--- config.mk ---
export PLATFORM = sky130hd
export DESIGN_NAME = bl_row_split8_flat
export DESIGN_NICKNAME = d
export VERILOG_FILES = /design/src/rtl/jpeg_bl_pkg.sv /design/src/rtl/bl_row_split8_if.sv /design/src/rtl/bl_row_buf8.sv /design/src/rtl/bl_row_split8.sv /design/src/flat_wrapper.sv
export SDC_FILE = /design/constraint.sdc
export NUM_CORES = 1
export LEC_CHECK = 0
export ABC_AREA = 1
export ABC_CLOCK_PERIOD_IN_PS = 2900
export CORE_AREA = 4 4 124 96
export CTS_BUF_LIST = sky130_fd_sc_hd__clkbuf_4
export CTS_CLUSTER_DIAMETER = 200
export DETAILED_ROUTE_END_ITERATION = 7
export DIE_AREA = 0 0 128 100
export GPL_ROUTABILITY_DRIVEN = 0
export GPL_TIMING_DRIVEN = 0
export HOLD_SLACK_MARGIN = 0.05
export PLACE_DENSITY = 0.76
export SLEW_MARGIN = 20
export SYNTH_ARGS = -nofsm -noshare
export SYNTH_HDL_FRONTEND = slang
export SYNTH_SLANG_ARGS = --single-unit
--- constraint.sdc ---
create_clock -name clock -period 2.9 [get_ports clock]
set_input_delay 0.58 -clock clock [delete_from_list [all_inputs] [get_ports clock]]
set_output_delay 0.58 -clock clock [all_outputs]
set_load 0.01 [all_outputs]
--- src/rtl/jpeg_bl_pkg.sv ---
// Shared types for the jpeg_decode_nopar block-line stages.
// Coefficient width, lane count and the row-splitter state set.
package jpeg_bl_pkg;
    localparam int W = 9;
    localparam int LANES = 8;
    typedef logic [W-1:0] coef_t;
    typedef enum logic [1:0] {FILL, DRAIN, EOS, DONE} state_t;
endpackage

--- src/rtl/bl_row_split8_if.sv ---
// One _d/_e/_v/_b token stream: data, end-of-stream, valid, back-pressure.
// The producer side is master, the consumer side is slave.
interface bl_row_split8_if;
    import jpeg_bl_pkg::*;
    coef_t d;
    logic  e;
    logic  v;
    logic  b;
    modport master (output d, e, v, input b);
    modport slave (input d, e, v, output b);
endinterface

--- src/rtl/bl_row_buf8.sv ---
// One 8-coefficient row register with its per-lane pending mask.
// Load sets all pending bits; while selected, each lane clears on its transfer.
module bl_row_buf8
    import jpeg_bl_pkg::*;
(
    input  logic              clock,
    input  logic              reset,
    input  logic              wr,
    input  logic              pad,
    input  logic [2:0]        col,
    input  coef_t             wd,
    input  logic              load,
    input  logic              sel,
    input  logic [LANES-1:0]  lane_b,
    output coef_t [LANES-1:0] row,
    output logic [LANES-1:0]  pend
);
    always_ff @(posedge clock) begin
        if (reset) begin
            row  <= '0;
            pend <= '0;
        end else begin
            for (int k = 0; k < LANES; k++) begin
                if (wr && col == 3'(k))
                    row[k] <= wd;
                else if (pad && 3'(k) >= col)
                    row[k] <= '0;
            end
            if (load)
                pend <= '1;
            else if (sel)
                pend <= pend & lane_b;
        end
    end
endmodule

--- src/rtl/bl_row_split8.sv ---
// Serial-to-8-lane row splitter feeding the IDCT row butterfly.
// BL_ROW_SPLIT8_PINGPONG_EN selects a double row buffer for full throughput.
module bl_row_split8
    import jpeg_bl_pkg::*;
(
    input logic            clock,
    input logic            reset,
    bl_row_split8_if.slave i,
    bl_row_split8_if.master a,
    bl_row_split8_if.master b,
    bl_row_split8_if.master c,
    bl_row_split8_if.master d,
    bl_row_split8_if.master e,
    bl_row_split8_if.master f,
    bl_row_split8_if.master g,
    bl_row_split8_if.master h
);
    state_t            state;
    logic [2:0]        col;
    logic              up;
    logic              stall;
    logic              acc;
    logic              fin;
    logic              lane_e;
    logic [LANES-1:0]  lane_b;
    logic [LANES-1:0]  lp;
    logic [LANES-1:0]  lp_nxt;
    coef_t [LANES-1:0] lane_d;

    assign lane_b = {h.b, g.b, f.b, e.b, d.b, c.b, b.b, a.b};
    assign {a.d, a.e, a.v} = {lane_d[0], lane_e, lp[0]};
    assign {b.d, b.e, b.v} = {lane_d[1], lane_e, lp[1]};
    assign {c.d, c.e, c.v} = {lane_d[2], lane_e, lp[2]};
    assign {d.d, d.e, d.v} = {lane_d[3], lane_e, lp[3]};
    assign {e.d, e.e, e.v} = {lane_d[4], lane_e, lp[4]};
    assign {f.d, f.e, f.v} = {lane_d[5], lane_e, lp[5]};
    assign {g.d, g.e, g.v} = {lane_d[6], lane_e, lp[6]};
    assign {h.d, h.e, h.v} = {lane_d[7], lane_e, lp[7]};

    assign i.b    = stall;
    assign acc    = i.v & ~stall;
    assign lane_e = (state == EOS);
    assign lp_nxt = lp & lane_b;

`ifdef BL_ROW_SPLIT8_PINGPONG_EN
    logic [LANES-1:0]  pend [2];
    coef_t [LANES-1:0] row [2];
    logic [1:0]        wt;
    logic [1:0]        wr;
    logic [1:0]        pad;
    logic [1:0]        load;
    logic              wsel;
    logic              hsel;
    logic              lsel;
    logic              idle;
    logic              open;
    logic              hand;
    logic              eos_go;

    // wsel fills, hsel is next to hand over, lsel is on the lanes
    assign lp     = pend[lsel];
    assign idle   = (lp_nxt == '0);
    assign open   = ~wt[wsel] & (pend[wsel] == '0);
    assign stall  = ~up | (state != FILL) | ~open;
    assign fin    = acc & (i.e ? (col != 3'd0) : (col == 3'd7));
    assign hand   = (state inside {FILL, DRAIN}) & idle
                  & (wt[hsel] | (fin & (wsel == hsel)));
    assign eos_go = (state == DRAIN) & idle & (wt == 2'b00);

    always_comb begin
        lane_d = '0;
        if (lp != '0 && state != EOS)
            lane_d = row[lsel];
    end

    for (genvar k = 0; k < 2; k++) begin : g_buf
        assign wr[k]   = acc & ~i.e & (wsel == 1'(k));
        assign pad[k]  = acc & i.e & (wsel == 1'(k));
        assign load[k] = (hand & (hsel == 1'(k)))
                       | (eos_go & (lsel == 1'(k)));
        bl_row_buf8 u_buf (
            .clock  (clock),
            .reset  (reset),
            .wr     (wr[k]),
            .pad    (pad[k]),
            .col    (col),
            .wd     (i.d),
            .load   (load[k]),
            .sel    (lsel == 1'(k)),
            .lane_b (lane_b),
            .row    (row[k]),
            .pend   (pend[k])
        );
    end

    // DRAIN here means an EOS is waiting for both buffers to empty
    always_ff @(posedge clock) begin
        if (reset) begin
            state <= FILL;
            col   <= '0;
            up    <= 1'b0;
            wt    <= '0;
            wsel  <= 1'b0;
            hsel  <= 1'b0;
            lsel  <= 1'b0;
        end else begin
            up <= 1'b1;
            if (acc)
                col <= (i.e || col == 3'd7) ? 3'd0 : col + 3'd1;
            if (fin) begin
                wt[wsel] <= 1'b1;
                wsel     <= ~wsel;
            end
            if (hand) begin
                wt[hsel] <= 1'b0;
                hsel     <= ~hsel;
                lsel     <= hsel;
            end
            unique case (state)
                FILL:  if (acc && i.e) state <= DRAIN;
                DRAIN: if (eos_go) state <= EOS;
                EOS:   if (idle) state <= DONE;
                DONE:  ;
            endcase
        end
    end
`else
    logic [LANES-1:0]  pend;
    coef_t [LANES-1:0] row;
    logic              eos_seen;
    logic              wr;
    logic              pad;
    logic              load;

    assign lp    = pend;
    assign stall = ~up | (state != FILL);
    assign fin   = acc & (i.e | (col == 3'd7));
    assign wr    = acc & ~i.e;
    assign pad   = acc & i.e;
    assign load  = fin | (state == DRAIN && lp_nxt == '0 && eos_seen);

    always_comb begin
        lane_d = '0;
        if (state == DRAIN)
            lane_d = row;
    end

    bl_row_buf8 u_buf (
        .clock  (clock),
        .reset  (reset),
        .wr     (wr),
        .pad    (pad),
        .col    (col),
        .wd     (i.d),
        .load   (load),
        .sel    (1'b1),
        .lane_b (lane_b),
        .row    (row),
        .pend   (pend)
    );

    always_ff @(posedge clock) begin
        if (reset) begin
            state    <= FILL;
            col      <= '0;
            up       <= 1'b0;
            eos_seen <= 1'b0;
        end else begin
            up <= 1'b1;
            unique case (state)
                FILL: if (acc) begin
                    col <= fin ? 3'd0 : col + 3'd1;
                    if (i.e)
                        eos_seen <= 1'b1;
                    if (i.e && col == 3'd0)
                        state <= EOS;
                    else if (fin)
                        state <= DRAIN;
                end
                DRAIN: if (lp_nxt == '0) state <= eos_seen ? EOS : FILL;
                EOS:   if (lp_nxt == '0) state <= DONE;
                DONE:  ;
            endcase
        end
    end
`endif
endmodule

--- src/flat_wrapper.sv ---
// flat-port wrapper written by rule: the top's interface ports become plain ports
module bl_row_split8_flat import jpeg_bl_pkg::*;
  (clock, reset, i_d, i_e, i_v, i_b, a_d, a_e, a_v, a_b, b_d, b_e, b_v, b_b, c_d, c_e, c_v, c_b, d_d, d_e, d_v, d_b, e_d, e_e, e_v, e_b, f_d, f_e, f_v, f_b, g_d, g_e, g_v, g_b, h_d, h_e, h_v, h_b);
  bl_row_split8_if i_i ();
  bl_row_split8_if a_i ();
  bl_row_split8_if b_i ();
  bl_row_split8_if c_i ();
  bl_row_split8_if d_i ();
  bl_row_split8_if e_i ();
  bl_row_split8_if f_i ();
  bl_row_split8_if g_i ();
  bl_row_split8_if h_i ();
  input logic clock;
  input logic reset;
  input wire logic [$bits(i_i.d)-1:0] i_d;
  input wire logic [$bits(i_i.e)-1:0] i_e;
  input wire logic [$bits(i_i.v)-1:0] i_v;
  output wire logic [$bits(i_i.b)-1:0] i_b;
  output wire logic [$bits(a_i.d)-1:0] a_d;
  output wire logic [$bits(a_i.e)-1:0] a_e;
  output wire logic [$bits(a_i.v)-1:0] a_v;
  input wire logic [$bits(a_i.b)-1:0] a_b;
  output wire logic [$bits(b_i.d)-1:0] b_d;
  output wire logic [$bits(b_i.e)-1:0] b_e;
  output wire logic [$bits(b_i.v)-1:0] b_v;
  input wire logic [$bits(b_i.b)-1:0] b_b;
  output wire logic [$bits(c_i.d)-1:0] c_d;
  output wire logic [$bits(c_i.e)-1:0] c_e;
  output wire logic [$bits(c_i.v)-1:0] c_v;
  input wire logic [$bits(c_i.b)-1:0] c_b;
  output wire logic [$bits(d_i.d)-1:0] d_d;
  output wire logic [$bits(d_i.e)-1:0] d_e;
  output wire logic [$bits(d_i.v)-1:0] d_v;
  input wire logic [$bits(d_i.b)-1:0] d_b;
  output wire logic [$bits(e_i.d)-1:0] e_d;
  output wire logic [$bits(e_i.e)-1:0] e_e;
  output wire logic [$bits(e_i.v)-1:0] e_v;
  input wire logic [$bits(e_i.b)-1:0] e_b;
  output wire logic [$bits(f_i.d)-1:0] f_d;
  output wire logic [$bits(f_i.e)-1:0] f_e;
  output wire logic [$bits(f_i.v)-1:0] f_v;
  input wire logic [$bits(f_i.b)-1:0] f_b;
  output wire logic [$bits(g_i.d)-1:0] g_d;
  output wire logic [$bits(g_i.e)-1:0] g_e;
  output wire logic [$bits(g_i.v)-1:0] g_v;
  input wire logic [$bits(g_i.b)-1:0] g_b;
  output wire logic [$bits(h_i.d)-1:0] h_d;
  output wire logic [$bits(h_i.e)-1:0] h_e;
  output wire logic [$bits(h_i.v)-1:0] h_v;
  input wire logic [$bits(h_i.b)-1:0] h_b;
  assign i_i.d = i_d;
  assign i_i.e = i_e;
  assign i_i.v = i_v;
  assign i_b = i_i.b;
  assign a_d = a_i.d;
  assign a_e = a_i.e;
  assign a_v = a_i.v;
  assign a_i.b = a_b;
  assign b_d = b_i.d;
  assign b_e = b_i.e;
  assign b_v = b_i.v;
  assign b_i.b = b_b;
  assign c_d = c_i.d;
  assign c_e = c_i.e;
  assign c_v = c_i.v;
  assign c_i.b = c_b;
  assign d_d = d_i.d;
  assign d_e = d_i.e;
  assign d_v = d_i.v;
  assign d_i.b = d_b;
  assign e_d = e_i.d;
  assign e_e = e_i.e;
  assign e_v = e_i.v;
  assign e_i.b = e_b;
  assign f_d = f_i.d;
  assign f_e = f_i.e;
  assign f_v = f_i.v;
  assign f_i.b = f_b;
  assign g_d = g_i.d;
  assign g_e = g_i.e;
  assign g_v = g_i.v;
  assign g_i.b = g_b;
  assign h_d = h_i.d;
  assign h_e = h_i.e;
  assign h_v = h_i.v;
  assign h_i.b = h_b;
  bl_row_split8 u_core (.clock(clock), .reset(reset), .i(i_i), .a(a_i), .b(b_i), .c(c_i), .d(d_i), .e(e_i), .f(f_i), .g(g_i), .h(h_i));
endmodule
==> impl_summary.md, run 1 <==
Logic synthesis
By count the netlist is led by nand2_1 (184), inv_1 (88), dfxtp_1 (87). Yosys attributes the largest share of cell area to dfxtp_1 (42%), nand2_1 (16%), nand3_1 (10%). The multiplexer area fraction after synthesis is 0.002386. The biggest area contributor in the post-synthesis netlist is dfxtp_1. The most numerous cell in the Yosys netlist is nand2_1.

Synthesis handed over a netlist of 616 instances. Of the total synthesized cell area, the portion taken by full adders, half adders and majority gates is 0.02386. Yosys printed 0 warnings.

The post-synthesis instance area is 4195 µm². The simple logic cell fraction of the synthesized area is 0.3105. The most common flop cell mapped by yosys is dfxtp_1. In this run, synthesis produced a sequential element count of 87. The share of synthesized area occupied by flip-flops and latches is 0.4152. The portion of synthesized cell area occupied by the leading cell type is 0.4152. After synthesis, the largest family of logic cells by area is simple AND/OR/NAND/NOR gates. The average instance in the mapped netlist occupies 6.811 µm².

The count of flip-flops with a built-in enable after synthesis is 0. The fraction of the mapped netlist area in compound gates came to 0.1077. Of the total synthesized cell area, the portion taken by XOR and XNOR cells is 0. In the synthesized netlist the async set-or-reset flop fraction comes to 0. Counting every net in the synthesized netlist gives approximately 650. The count of different cell masters after synthesis is 27.

Floorplanning
The area inside the core boundary is roughly 11,000 µm². The number of ports placed on the die boundary is 110. The starting utilization of the core area is 0.3908.

The number of standard-cell rows in the floorplan is 33. The die width is 128 µm. The die area is ~13,000 µm². From bottom edge to top edge, the die measures around 100 µm.

Setup path
The critical-path maximum fanout is 10. The endpoint required time on the critical path is 2.32 ns. Among all stages on the critical path, the largest delay is contributed by clkdlybuf4s50_1. The critical path's largest stage delay is around 0.55 ns. Counting both buffers and inverters, the worst setup path holds a total of 5. The kind of cell with the highest combined delay along the critical path is buffers and inverters. The critical path startpoint category is a flop. The worst setup path is captured at an output pin. STA puts the critical path data arrival time at 2.17 ns. The most numerous cell type found on the critical path is inv_1.

The critical path is of the reg2out type. The critical path goes through inv_1 > ha_1 > buf_6 > clkbuf_4 > nand2_1 > inv_1 > clkdlybuf4s50_1.

Detailed routing
The number of remaining DRC errors is 0. The starting DRC count in detailed routing is about 470. The total iterations of the first detailed-routing run is 6. The wire length after detailed routing is between 10,000 and 15,000 µm. Summing over every cut layer, the via total after detailed routing is approximately 4,300. After detailed routing, the average wire length per cell comes to 13.72 µm.

The remaining number of nets flagged by the antenna check after routing is 0. The number of vias per cell after detailed routing is 4.884.

Clock network
The clock-pin transition on the worst setup and hold timing paths is roughly 0.13 ns. In this run the post-CTS setup repair buffer count came out at 0. The clock tree synthesis step divided the H-tree into 3 levels. The TritonCTS clock tree is built. The total clock sinks is slightly below 90.

Counting along the longest clock path gives a buffer depth of 2. The clock network latency to the later pin of the worst-skew pair is roughly 0.43 ns. In this run the clock root is driven by a clkbuf_4. Buffers inserted during clock tree synthesis total 9.

Timing
The max-slew headroom at the worst pin is 0.4954. The transition time at the pin with the least slew margin is about 0.76 ns. Across the routed clock network, the largest skew measured is about 0.012 ns. The post-layout minimum cycle time is around 2.7 ns. The max-slew violation count was 0. Setup total negative slack on the finished layout was measured at 0 ns. Setup repair after global routing left no endpoint under its margin. The count of final setup violators is 0. After layout, the worst setup slack is between 0.15 and 0.2 ns. Hold timing on the final database bottoms out at a slack of 0.4740 ns. For this run, the top clock speed supported by timing is around 360 MHz. The post-route fraction of the period consumed by the critical path is 0.9478. The number of failing hold endpoints at the final stage is 0.

Power
The internal power is 1.910 mW. Of the total power, the clock network draws 0.227. The switching power total is ~1.1 mW. The combinational share of power is 0.341. Of the total power, the share spent switching nets is 0.3554.

For this design the static power due to leakage is 2.596 nW. The power density normalized to cell area is ~540 nW/µm². The total power consumption of the routed design is ~3.0 mW. The worst-case IR drop observed on VDD is a little over 0.2 mV. The sequential cell fraction of total power is 0.433.

GRT
The largest net degree at the start of global routing is 15. The initial antenna violation count is 0. The global-route wire length before repair is 19,830 µm. The aggregate global-route resource usage is 0.1892. The number of global-route vias before repair came to between 4,000 and 5,000. The total overflow reported by the global router is 0.

Final layout
The ratio of cells with drive above 1 in the final layout is 0.08345. From synthesis to final layout, the design area changed by 31.73%. The number of antenna diodes in the final layout is 0. The final layout contains ~760 nets. Counting the fill cells in the layout gives ~1,100.

Flow run
The max-capacitance violation count is 0.

Placed design
In this run the tool buffered the top-level ports with a little under 100 buffer cells. The wire-length estimate of the detail-placed layout is about 9000 µm. At the placement stage, the worst setup path has a slack of -0.02608 ns.

Status
The flow ran to the end, and the final reports show no timing, DRC or antenna violations.

Worst hold path
The tightest min-delay check is of the reg2reg type.
-- sequential cells by signal (all words and copies together) (netlist names) --
| signal | flops |
|---|---|
| u_core.u_buf.row | 72 |
| u_core.u_buf.pend | 8 |
| u_core.up | 1 |
| u_core.eos_seen | 1 |
| u_core.state | 2 |
| u_core.col | 3 |
-- final cells by class --
class,instances,area (µm²),area share
plain buffers,42,246.5,0.04460
clock buffers,10,75.07,0.01358
clock inverters,6,61.31,0.01109
inverters,99,371.6,0.06724
multi-input cells,388,1864,0.3373
flip-flops and latches,87,1742,0.3151
well taps,140,175.2,0.03170
repair buffers,99,991.0,0.1793
-- power groups by stage --
stage          registers [mW]  clock network, mW  logic, mW
2_1_floorplan            1.30                  0      0.634
6_report                 1.28              0.672       1.01
3_3_place_gp             1.30                  0      0.930
3_5_place_dp             1.31                  0      0.967
4_1_cts                  1.28              0.686      0.992
5_1_grt                  1.29              0.737       1.12
-- routing by layer --
| layer | track usage | vias up | wire length (µm) |
|---|---|---|---|
| li1 | - | 2140 | - |
| met1 | 0.2631 | 1903 | 5353 |
| met2 | 0.2852 | 188 | 5201 |
| met3 | 0.05426 | 23 | 1189 |
| met4 | 0.05791 | 0 | 209 |
| met5 | 0 | - | 0 |
-- worst min-delay path, stage by stage (launching register included) --
cell	delay, ns
dfxtp_1	0.33
nand2_1	0.06
a21oi_1	0.05
-- cell families (layout without fill, tap and decap cells) --
kind of cell	Yosys count	count (layout)
AND/OR/NAND/NOR	294	294
multiplexers	1	1
flip-flops	87	87
buffers and inverters	141	256
adder cells (fa/ha/maj)	8	8
AO/OA/AOI/OAI	85	85
-- through the flow --
stage / util / instance area [µm²] / cells
after floorplan: - / 4195 / 616
after global routing: 0.5148 / 5527 / 871
after detailed placement: 0.4994 / 5361 / 855
final: 0.5148 / 5527 / 871
after CTS: 0.5138 / 5515 / 871
after global placement: 0.4994 / 5361 / 855
-- placed cells by master, fill, tap and decap left out --
master / count
nand4_1: 2
nor2_4: 1
nor2_8: 1
a21oi_1: 77
clkdlybuf4s50_1: 99
bufinv_16: 1
o2111ai_1: 1
nand2_1: 184
dfxtp_1: 87
nor3_4: 2
buf_2: 4
nor2_2: 3
o21ai_1: 2
clkinv_1: 2
buf_4: 12
clkinvlp_4: 3
clkbuf_2: 1
inv_2: 10
clkbuf_4: 12
clkinv_2: 1
buf_6: 4
nand2_2: 1
clkbuf_1: 19
o21ai_2: 1
ha_1: 8
nand3_4: 2
nor2_1: 13
inv_1: 88
or2_2: 1
mux2i_1: 1
a211oi_1: 3
o21ai_4: 1
nand3_1: 84
-- worst paths after layout --
path                              from                   end  cells past startpoint  slack [ns]
setup reg to reg         u_core.col[1]  u_core.u_buf.pend[7]                     10        0.96
hold reg to reg   u_core.u_buf.row[61]  u_core.u_buf.row[61]                      2        0.47
setup / recovery       u_core.state[1]                c_d[2]                      7        0.15
hold / removal    u_core.u_buf.row[61]  u_core.u_buf.row[61]                      2        0.47
-- timing repair --
item,CTS,global route
setup endpoints to repair,70,70
hold buffers,0,0
resized for setup,11,12
(Power assumes the default switching activity.)
==> inputs of run 2 (changes only) <==
--- a/config.mk
+++ b/config.mk
@@ -8,7 +8,7 @@
 export ABC_AREA = 1
 export ABC_CLOCK_PERIOD_IN_PS = 2900
 export CORE_AREA = 4 4 124 96
-export CTS_BUF_LIST = sky130_fd_sc_hd__clkbuf_4
+export CTS_BUF_LIST = sky130_fd_sc_hd__clkbuf_16
 export CTS_CLUSTER_DIAMETER = 200
 export DETAILED_ROUTE_END_ITERATION = 7
 export DIE_AREA = 0 0 128 100
==> impl_summary.md, run 2 (same netlist as run 1, synthesis figures left out) <==
Clock network
The total clock sinks is 87 (unchanged). The number of buffers inserted by post-CTS setup repair is 0 (unchanged). The clock network latency to the later pin of the worst-skew pair is 0.34 ns (-0.09 ns). The number of H-tree levels is 3 (unchanged). The TritonCTS clock tree is built. The clock-pin transition on the worst setup and hold timing paths is 0.06 ns (-0.07 ns). The number of buffers added by the clock tree synthesis step is 9 (unchanged). The maximum clock insertion buffer count is 2 (unchanged). The buffer cell driving the clock tree root is clkbuf_16.

Setup path
The cell family with the largest share of critical-path delay is buffers and inverters. The arrival time at the worst endpoint is 2.19 ns (+0.02 ns). The slowest stage of the critical path belongs to the cell clkdlybuf4s50_1. The critical path is of the reg2out type. STA classifies the critical path startpoint as a flop. The critical-path maximum fanout came to 10 (unchanged). The nature of the critical path endpoint is an output pin. The signal on the critical path passes through inv_1 > ha_1 > clkbuf_4 > clkbuf_2 > nand2_1 > inv_1 > clkdlybuf4s50_1. The endpoint required time on the critical path came to 2.32 ns (about the same). The number of buffers and inverters on the critical path is 5 (unchanged).

The critical path's largest stage delay came to 0.53 ns (-0.02 ns). The cell repeated most along the worst path is inv_1.

GRT
The total overflow reported by the global router came to 0 (unchanged). The largest net degree at the start of global routing is 15 (unchanged). The number of global-route vias before repair came to 4,108 (-1.3%). The global-route wire length before repair was 19,870 µm (+0.21%). The initial antenna violation count is 0 (unchanged). The aggregate global-route resource usage is 0.1904 (+0.001191).

Detailed routing
The wire length after detailed routing came to 12,030 µm (+0.65%). The number of remaining DRC errors came to 0 (unchanged). The average wire per standard cell is 13.81 µm (+0.65%). The starting DRC count in detailed routing is 500 (+7.5%). The number of vias per cell after detailed routing is 4.905 (+0.42%). The remaining number of nets flagged by the antenna check after routing was 0 (unchanged). The via count was 4,272 (+0.42%). The total iterations of the first detailed-routing run was 5 (-1).

Power
The power density normalized to cell area is 598.1 nW/µm² (+12%). The total power consumption of the routed design is 3.389 mW (+14%). The total leakage power is 2.662 nW (+2.6%).

The largest voltage drop on the vdd net is 0.3046 mV (+47%). The combinational share of power came to 0.292 (-0.049). The switching power total came to 1.107 mW (+5.1%). The internal power is 2.282 mW (+19%). The clock power share is 0.329 (+0.102). The sequential cell fraction of total power is 0.379 (-0.054). The switching part of the total power was 0.3267 (-0.02870).

Timing
The post-route fraction of the period consumed by the critical path is 0.9540 (+0.006231). The number of failing hold endpoints at the final stage is 0 (unchanged). The count of final setup violators is 0 (unchanged).

The transition time at the pin with the least slew margin is 0.7691 ns (+0.01296 ns). The final-layout worst hold slack is 0.4644 ns (-0.009616 ns). The max-slew headroom at the worst pin is 0.4868 (-0.008649). The peak clock frequency supported by timing came to 361.5 MHz (-0.65%). The post-layout minimum cycle time came to 2.767 ns (+0.01807 ns). The setup skew after layout was 0.008290 ns (-0.003677 ns).

The max-slew violation count is 0 (unchanged).

Floorplanning
The die width is 128 µm (unchanged). The number of standard-cell rows in the floorplan is 33 (unchanged). The starting utilization of the core area is 0.3908 (unchanged). The die area is 12,800 µm² (unchanged). The number of ports placed on the die boundary is 110 (unchanged).

The floorplan die height was 100 µm (unchanged). The area inside the core boundary was 10,740 µm² (unchanged).

Final layout
The top cell types in the final layout, fill and taps aside, are nand2_1 (184), clkdlybuf4s50_1 (99), inv_1 (89). The number of flip-flops under the largest register name is 72 (unchanged). In the final layout, the registers with the most flip-flops are u_core.u_buf.row: 72 flops, u_core.u_buf.pend: 8 flops, u_core.col: 3 flops.

The area growth from synthesis to layout is 35.07%. The ratio of cells with drive above 1 in the final layout is 0.08208 (-0.001368). The antenna diode count is 0 (unchanged). The final net count is 755 (unchanged). The library cell used most frequently in the layout, excluding fill and tap cells, is nand2_1. The number of fill cells came to 1,066 (-1.6%). Counting flops per register, the top entry is u_core.u_buf.row.

Worst hold path
The class of the worst hold path is reg2reg.

Placed design
The estimated wirelength of the detail-placed design is 9007 µm (unchanged). The number of I/O port buffers is 99 (unchanged).

Flow run
The max-capacitance violation count is 0 (unchanged).

Status
The flow ran to the end, and the final reports show no timing, DRC or antenna violations.
-- run 2: changes by cell type in the layout (fill, tap and decap cells not counted), sizes merged --
cell,previous run,this run
buf,20,16
clkbuf,32,35
inv,98,99
-- run 2: layout make-up --
cell class                 count  area, µm²  area share
clock inverter                 7      65.06     0.01148
sequential                    87       1742      0.3074
clock buffer                   9      225.2     0.03974
tap                          140      175.2     0.03091
inverter                      99      371.6     0.06558
buffer                        42      232.7     0.04107
multi-input combinational    388       1864      0.3290
timing repair buffer          99      991.0      0.1749
-- run 2: final timing paths --
kind / startpoint / to / slack, ns / depth (start not counted)
max: u_core.state[1] / e_d[6] / 0.13 / 7
min: u_core.u_buf.row[57] / u_core.u_buf.row[57] / 0.46 / 2
max reg2reg: u_core.col[1] / u_core.state[0] / 0.94 / 10
min reg2reg: u_core.u_buf.row[57] / u_core.u_buf.row[57] / 0.46 / 2
-- run 2: metal layers --
| metal | wire [µm] | GRT usage | vias to the layer above |
|---|---|---|---|
| met5 | 0 | 0 | - |
| li1 | - | - | 2133 |
| met1 | 5490 | 0.2660 | 1906 |
| met3 | 1172 | 0.05372 | 26 |
| met4 | 218 | 0.05546 | 0 |
| met2 | 5150 | 0.2876 | 207 |
-- run 2: power groups by stage --
stage / clock (mW) / combinational, mW / sequential [mW]
after floorplan: 0 / 0.634 / 1.30
after global placement: 0 / 0.930 / 1.30
after detailed placement: 0 / 0.967 / 1.31
after CTS: 1.13 / 0.980 / 1.28
after global routing: 1.18 / 1.10 / 1.29
final: 1.12 / 0.991 / 1.28
-- run 2: stage by stage --
stage / TNS [ns] / util / worst slack [ns] / cells / instance area [µm²]
2_1_floorplan: 0 / - / 1.067 / 616 / 4195
3_3_place_gp: 0 / 0.4994 / 0.05142 / 855 / 5361
3_5_place_dp: -0.02608 / 0.4994 / -0.02608 / 855 / 5361
4_1_cts: 0 / 0.5273 / 0.01798 / 871 / 5660
5_1_grt: -0.007929 / 0.5279 / -0.007929 / 871 / 5667
6_report: 0 / 0.5279 / 0.1334 / 871 / 5667
-- run 2: repair_timing --
item | 4_1_cts | 5_1_grt
gates resized for setup | 7 | 7
hold buffers | 0 | 0
cloned | 0 | 0
endpoints found under the setup margin | 70 | 47
pin swaps | 0 | 0
-- run 2: worst register-to-register path, cell delays in order (launching register included) --
cell	delay (ns)
dfxtp_1	0.51
ha_1	0.23
ha_1	0.14
buf_2	0.21
nor2_2	0.09
nor2_1	0.19
nor2_1	0.07
nor2_1	0.20
nand3_1	0.12
nand2_1	0.07
nor2_1	0.04
